`config.mk`:
```
export PLATFORM = sky130hd
export DESIGN_NAME = program_loader
export DESIGN_NICKNAME = d
export VERILOG_FILES = /design/src/rtl/program_loader.sv
export SDC_FILE = /design/constraint.sdc
export NUM_CORES = 1
export LEC_CHECK = 0
export ABC_AREA = 1
export BUFFER_PORTS_ARGS = -buffer_cell sky130_fd_sc_hd__buf_2
export CAP_MARGIN = 20
export CORE_ASPECT_RATIO = 0.75
export CORE_MARGIN = 4
export CORE_UTILIZATION = 35
export DETAILED_ROUTE_END_ITERATION = 8
export GPL_ROUTABILITY_DRIVEN = 0
export PLACE_DENSITY = 0.54
export SYNTH_ARGS = -nofsm -noshare
export SYNTH_HDL_FRONTEND = slang
export SYNTH_SLANG_ARGS = --single-unit
```
`constraint.sdc`:
```
create_clock -name clk -period 3.1 [get_ports clk]
set_clock_uncertainty 0.1 [all_clocks]
set_input_delay 0.155 -clock clk [delete_from_list [all_inputs] [get_ports clk]]
set_output_delay 0.155 -clock clk [all_outputs]
set_load 0.02 [all_outputs]
```
`src/rtl/program_loader.sv`:
```
// Boot/run controller: streams a length-prefixed program into instruction memory
// while holding the core in reset, then releases it and times the run.
//
// state   | meaning
// --------+-----------------------------------------------------------
// S_IDLE  | waiting for start after reset
// S_HDR0  | expecting word count, low byte
// S_HDR1  | expecting word count, high byte; validates against capacity
// S_DATA  | assembling words little-endian and writing them to imem
// S_FLUSH | last word write in flight; stream closed, core still in reset
// S_RUN   | core released, counting cycles until halt or timeout
// S_DONE  | core halted normally
// S_ERR   | oversize header or run timeout
module program_loader #(
    parameter int ADDR_W     = 8,
    parameter int CNT_W      = 32,
    parameter int MAX_CYCLES = 100000
) (
    input  logic              clk,
    input  logic              rst,
    input  logic              start,
    input  logic              in_valid,
    output logic              in_ready,
    input  logic [7:0]        in_data,
    output logic              imem_we,
    output logic [ADDR_W-1:0] imem_addr,
    output logic [31:0]       imem_wdata,
    output logic              core_rst,
    input  logic              halt,
    output logic              busy,
    output logic              done,
    output logic              error,
    output logic [CNT_W-1:0]  cycle_count
);

    typedef enum logic [2:0] {
        S_IDLE,
        S_HDR0,
        S_HDR1,
        S_DATA,
        S_FLUSH,
        S_RUN,
        S_DONE,
        S_ERR
    } state_t;

    localparam logic [16:0]      CAPACITY   = 17'(2 ** ADDR_W);
    localparam logic [CNT_W-1:0] TIMEOUT    = CNT_W'(MAX_CYCLES);
    localparam logic [CNT_W-1:0] CNT_ONE    = CNT_W'(1);
    localparam bit               TIMEOUT_EN = (MAX_CYCLES != 0);

    state_t      state;
    logic [15:0] n_words;
    logic [15:0] word_cnt;
    logic [1:0]  byte_cnt;
    logic [23:0] word_buf;

    logic        xfer;
    logic [15:0] hdr_n;
    logic        hdr_over;

    always_comb begin
        xfer     = in_valid && in_ready;
        hdr_n    = {in_data, n_words[7:0]};
        hdr_over = ({1'b0, hdr_n} > CAPACITY);
    end

    always_ff @(posedge clk or negedge rst) begin
        if (!rst) begin
            state       <= S_IDLE;
            in_ready    <= 1'b0;
            imem_we     <= 1'b0;
            imem_addr   <= '0;
            imem_wdata  <= '0;
            core_rst    <= 1'b1;
            busy        <= 1'b0;
            done        <= 1'b0;
            error       <= 1'b0;
            cycle_count <= '0;
            n_words     <= '0;
            word_cnt    <= '0;
            byte_cnt    <= '0;
            word_buf    <= '0;
        end else begin
            imem_we <= 1'b0;
            case (state)
                S_IDLE, S_DONE, S_ERR: begin
                    if (start) begin
                        state       <= S_HDR0;
                        in_ready    <= 1'b1;
                        busy        <= 1'b1;
                        done        <= 1'b0;
                        error       <= 1'b0;
                        core_rst    <= 1'b1;
                        cycle_count <= '0;
                        n_words     <= '0;
                        word_cnt    <= '0;
                        byte_cnt    <= '0;
                        word_buf    <= '0;
                    end
                end

                S_HDR0: begin
                    if (xfer) begin
                        n_words[7:0] <= in_data;
                        state        <= S_HDR1;
                    end
                end

                S_HDR1: begin
                    if (xfer) begin
                        n_words[15:8] <= in_data;
                        if (hdr_n == 16'd0) begin
                            state    <= S_RUN;
                            in_ready <= 1'b0;
                            core_rst <= 1'b0;
                        end else if (hdr_over) begin
                            state    <= S_ERR;
                            in_ready <= 1'b0;
                            busy     <= 1'b0;
                            error    <= 1'b1;
                        end else begin
                            state <= S_DATA;
                        end
                    end
                end

                S_DATA: begin
                    if (xfer) begin
                        byte_cnt <= byte_cnt + 2'd1;
                        // shift right so the first byte of a word ends up in bits 7:0
                        word_buf <= {in_data, word_buf[23:8]};
                        if (byte_cnt == 2'd3) begin
                            imem_we    <= 1'b1;
                            imem_wdata <= {in_data, word_buf};
                            imem_addr  <= word_cnt[ADDR_W-1:0];
                            if (word_cnt == n_words - 16'd1) begin
                                state    <= S_FLUSH;
                                in_ready <= 1'b0;
                            end else begin
                                word_cnt <= word_cnt + 16'd1;
                            end
                        end
                    end
                end

                S_FLUSH: begin
                    state    <= S_RUN;
                    core_rst <= 1'b0;
                end

                S_RUN: begin
                    if (halt) begin
                        state    <= S_DONE;
                        core_rst <= 1'b1;
                        busy     <= 1'b0;
                        done     <= 1'b1;
                    end else if (TIMEOUT_EN && (cycle_count >= TIMEOUT)) begin
                        state    <= S_ERR;
                        core_rst <= 1'b1;
                        busy     <= 1'b0;
                        error    <= 1'b1;
                    end else if (cycle_count != '1) begin
                        cycle_count <= cycle_count + CNT_ONE;
                    end
                end

                default: begin
                    state <= S_IDLE;
                end
            endcase
        end
    end

endmodule

```
-- Word level (Yosys, flattened, before mapping)
Cells that the tools add are included.
- bits in read-only memories: 0
- bits in latches: 0
- output and inout port bits: 78
- bits in writable memories: 0
- memories kept: 0
- word-level logic and storage cells: 130
- flip-flop bits (word level): 139
- shift operators: 0
- order comparisons: 2
- div/mod/pow operators: 0
- bitwise logic cells: 0
- add/sub/neg operators: 4
- equality and inequality tests: 27
- reduce and logical (&&, ||, !) cells: 23
- muxes and demuxes: 59
- multiply operators: 0
- operator list (kind ; number):
    $mux W32 ; 4
    $mux W16 ; 4
    $pmux W32 S2 ; 1
    $mux W24 ; 2
    $pmux W24 S2 ; 1
    $add A32 B1 Y32 const B ; 1
    $ge A32 B17 Y1 const B ; 1
    $ne A32 B32 Y1 const B ; 1
    $pmux W16 S2 ; 1
    $pmux W8 S2 ; 2
    $mux W3 ; 10
    $ne A2 B2 Y1 const B ; 15
    $mux W1 ; 24
    $reduce_and A7 Y1 ; 3
    $pmux W3 S6 ; 1
    $add A16 B1 Y16 const B ; 1
    $eq A16 B16 Y1 ; 1
    $gt A16 B9 Y1 const B ; 1
    $logic_not A16 Y1 ; 1
    $sub A16 B1 Y16 const B ; 1
    $reduce_and A3 Y1 ; 5
    $reduce_and A5 Y1 ; 3
    $eq A3 B3 Y1 const B ; 4
    $pmux W1 S3 ; 3
    17 further kinds ; 24

-- Depth between registers and ports, before layout
- depth after elaboration: 6
- mapped depth: 17

-- Worst setup path before layout
No wires, ideal clock.
- kind: reg2reg
- start point: register n_words[0]
- end point: register word_cnt[15]
- clock period less this slack: 2044 ps
- path slack: 1056 ps
- setup time: 118 ps
- data required time: 2882 ps
- buffers on the path: 1
- arrival: 1827 ps
- stages on the path, launching flop included: 13
- cell sequence: dfrtp_1 -> inv_1 -> ha_1 -> nand2_1 -> nor2_2 -> nand3_1 -> xor2_1 -> nand2_1 -> nor2_2 -> nand3_4 -> buf_2 -> nand4_1 -> nand2_1
- word-level cells in the longest chain between the ends: 4
- ends and longest elaborated chain (element ; line ; text):
    start: declaration ; 53 ; logic [15:0] n_words;
    start signal: assignment ; 105 ; n_words[7:0] <= in_data;
    $sub A16 B1 Y16 ; 137 ; if (word_cnt == n_words - 16'd1) begin
    $eq A16 B16 Y1 ; 137 ;
    $ne A2 B2 Y1 (no line) ; - ;
    $reduce_and A5 Y1 (no line) ; - ;
    end signal: assignment ; 141 ; word_cnt <= word_cnt + 16'd1;
    end: declaration ; 54 ; logic [15:0] word_cnt;
No other way between the ends.
A chain may end at the register's enable or synchronous reset.

-- Final worst setup path
- start point: register state[2]
- end point: register byte_cnt[0]
- word-level cells in the longest chain between the ends: 4
- elaborated cells on any way between the ends: 10
- classes of those cells: eq/ne: 5; mux: 1; reduce/logical: 4
- ends and longest elaborated chain (element ; line ; text):
    start: declaration ; 52 ; state_t state;
    start signal: assignment ; 70 ; state <= S_IDLE;
    start signal: assignment ; 89 ; state <= S_HDR0;
    start signal: assignment ; 106 ; state <= S_HDR1;
    $eq A3 B3 Y1 or $logic_not A3 Y1 (tied branches) ; 86 ; case (state)
    $reduce_or A3 Y1 ; 86 ;
    $ne A2 B2 Y1 (no line) or $reduce_bool A2 Y1 (tied branches) ; - ;
    $reduce_and A3 Y1 (no line) ; - ;
    end signal: assignment ; 130 ; byte_cnt <= byte_cnt + 2'd1;
    end: declaration ; 55 ; logic [1:0] byte_cnt;
Parallel ways exist; a longest one is shown, timed or not.

==> out/results.ini <==
[clock_tree]
htree_levels=4
cts_buffers=17
cts_tree=yes
clk_latency_ns=0.43
postCtsSetupBuffers=0
clkTransAtPathRegs_ns=0.06
cts_sinks=139
cts_buffer_depth=2
root_buffer=clkbuf_16
cts_resized=0

[yosys]
syn_area_mm2=0.00701
synth_edf_count=0
synth_flop_cell=dfrtp_1
synthTopCellsByCount=nand2_1, dfrtp_1, inv_1
synth_most_common_cell=nand2_1
synthDistinctLibCells=34
syn_area_per_cell_um2=8.00
synthAdderAreaFrac=0.0107
synth_compound_area_frac=0.0880
synth_top_area_share=0.493
yosys-mux-area-fraction=0
synth_warnings=0
synth_xor_area_frac=0.0362
synth-simple-area-share=0.281
async_reset_ff_frac=1.00
synth.area.top_cells=dfrtp_1, nand2_1, inv_1
synthCells=876
yosysTopAreaCell=dfrtp_1
synth-seq-area-share=0.496
synth_top_family_by_area=simple AND/OR/NAND/NOR gates
synthesis.nets=895
synth_seq_cells=139

[final_layout]
drive_gt1_frac=0.166
post-route-util=0.430
fill_cells=2022
syn2layout_area_growth_pct=19.5
num-nets-final=990
diodes=0

[route]
firstDrtPassIters=5
drc_errors=0
viasPerCell=4.79
avgRoutedWirePerCell_um=14.9
drt_iter0_markers=551
ant_nets=0
vias=5920
drt-total-wl_mm=18.5

[placed_design]
dp_hpwl_mm=13.1
portBuffers=90

[global_route]
grt_pass1_vias=5613
grt_max_degree=82
grtUsageTotal=0.174
grt_antenna_before_repair=1
grt_overflow=0
grt_pass1_wl_mm=30.8

[power_and_ir_drop]
p_leak_nw=4.30
ir_drop_v=0.000459
power_density_mw_per_mm2=872

[worst_setup_path]
rr_endpoint=byte_cnt[0]$_DFFE_PN0P_
critPathArrivalTime_ns=2.73
cp-startpoint=state[2]$_DFFE_PN0P_
crit_type=flop to flop
worst_path_max_delay_cell=dfrtp_1
max_stage_delay_ns=0.48
worstSetupEndpointType=flop
reg2reg_depth=9
cp-start-kind=flop
cpMostUsedCell=inv_2
cp_num_cells=9
path_cells=nor2_4, inv_2, nor2_4, inv_2, nand2_1, nand3_2, inv_2, nand2_2, o21ai_0
endpoint=byte_cnt[0]$_DFFE_PN0P_
required_ns=3.32
path_buf_inv=3
timing.rr.start=state[2]$_DFFE_PN0P_
critPathMaxFanout=25
path_delay_family=simple AND/OR/NAND/NOR gates
r2r_setup_slack_ns=0.60

[timing]
slew_headroom=0.513
setup_viol=0
rsz0062_at_grt=no
hold_violations=0
fmax_mhz=400
fin_tns_setup_ns=0
fin_crit_sh=0.807
fin_crit_ns=2.50
tightest_slew_ns=0.725
timing.hold.ws_ns=0.156
drv_slew=0

[floorplan]
io_pins=91
coreArea_mm2=0.0195
die_area_mm2=0.0224
initial_core_util=0.360
rows=44
dieHeight_um=131
die_x_um=171

[status]
status=finished clean

[hold_path]
hold_class=input pin to flop

[run]
maxCapViolations=0

flip-flops by register name (all words and copies together) (netlist names):
| register | count |
|---|---|
| imem_wdata | 32 |
| imem_we | 1 |
| error | 1 |
| core_rst | 1 |
| cycle_count | 32 |
| busy | 1 |
| imem_addr | 8 |
| byte_cnt | 2 |
| word_buf | 24 |
| n_words | 16 |
| done | 1 |
| state | 3 |
| word_cnt | 16 |
| in_ready | 1 |
cells in the final DEF (no fill, tap or decap), drive strengths merged:
cell | netlist | layout
a21oi | 7 | 7
and3 | 1 | 1
buf | 16 | 95
clkbuf | 13 | 19
clkinv | 0 | 3
clkinvlp | 0 | 1
dfrtp | 138 | 138
dfstp | 1 | 1
dlygate4sd3 | 0 | 10
ha | 6 | 6
inv | 124 | 133
nand2 | 230 | 230
nand3 | 51 | 51
nand3b | 3 | 3
nand4 | 29 | 29
nor2 | 98 | 98
nor3 | 20 | 20
nor4 | 5 | 5
o21ai | 75 | 75
o22ai | 24 | 24
o31ai | 6 | 6
xnor2 | 6 | 6
xor2 | 23 | 23
worst min path at each step:
| stage | start | end | slack, ns | depth (start not counted) |
|---|---|---|---|---|
| after global routing | in_valid | core_rst$_DFFE_PN1P_ | 0.18 | 5 |
| final | in_valid | core_rst$_DFFE_PN1P_ | 0.16 | 5 |
| after floorplan | rst | busy$_DFFE_PN0P_ | -0.24 | 0 |
| after CTS | in_valid | core_rst$_DFFE_PN1P_ | 0.14 | 5 |
| after global placement | rst | imem_wdata[3]$_DFFE_PN0P_ | 0.11 | 1 |
| after detailed placement | rst | imem_addr[2]$_DFFE_PN0P_ | 0.10 | 1 |
worst min-delay path, delay by kind of cell:
family | cells | cell delay [ns]
AND/OR/NAND/NOR | 2 | 0.23
AO/OA/AOI/OAI | 2 | 0.18
buffers and inverters | 1 | 0.10
logic make-up (layout without fill, tap and decap cells):
| group | after synthesis | in the layout |
|---|---|---|
| AOI/OAI and AO/OA | 112 | 112 |
| and+or+nand+nor | 437 | 437 |
| xor gates and xnor gates | 29 | 29 |
| adders and majority gates | 6 | 6 |
| DFF | 139 | 139 |
| buffers and inverters | 153 | 261 |
layout make-up:
type	instances	area (um2)	area share
tap	253	317	0.0378
inverter	124	468	0.0558
sequential	139	3480	0.415
timing repair buffer	105	619	0.0739
multi-input combinational	584	2920	0.349
clock inverter	13	123	0.0146
clock buffer	19	453	0.0540
metrics by stage:
step / instance area (um2) / setup slack [ns] / std cells / total power, mW
2_1_floorplan: 7010 / 1.06 / 876 / 4.66
3_3_place_gp: 7700 / 0.636 / 1195 / 5.29
3_5_place_dp: 7700 / 0.603 / 1195 / 5.32
4_1_cts: 8380 / 0.582 / 1237 / 7.37
5_1_grt: 8380 / 0.297 / 1237 / 7.95
6_report: 8380 / 0.598 / 1237 / 7.30
metal layers:
layer | routed length, um | GRT usage | vias up
met2 | 7520 | 0.235 | 121
met4 | 167 | 0.0466 | 2
met1 | 9800 | 0.276 | 2778
li1 | - | - | 3003
met5 | 12 | 0 | -
met3 | 974 | 0.0409 | 16
timing repair:
action / CTS / global route
setup endpoints to repair: 0 / 0
endpoints found under the hold margin: 91 / 0
hold buffers: 10 / 0
power breakdown:
part	switching, mW	internal (mW)	leakage (nW)	total, mW
registers	0.198	2.05	1.92	2.25
logic	2.18	0.886	2.09	3.06
clock network	0.891	1.10	0.286	2.00
total	3.26	4.04	4.30	7.30
Power figures use the tool's default switching activity.
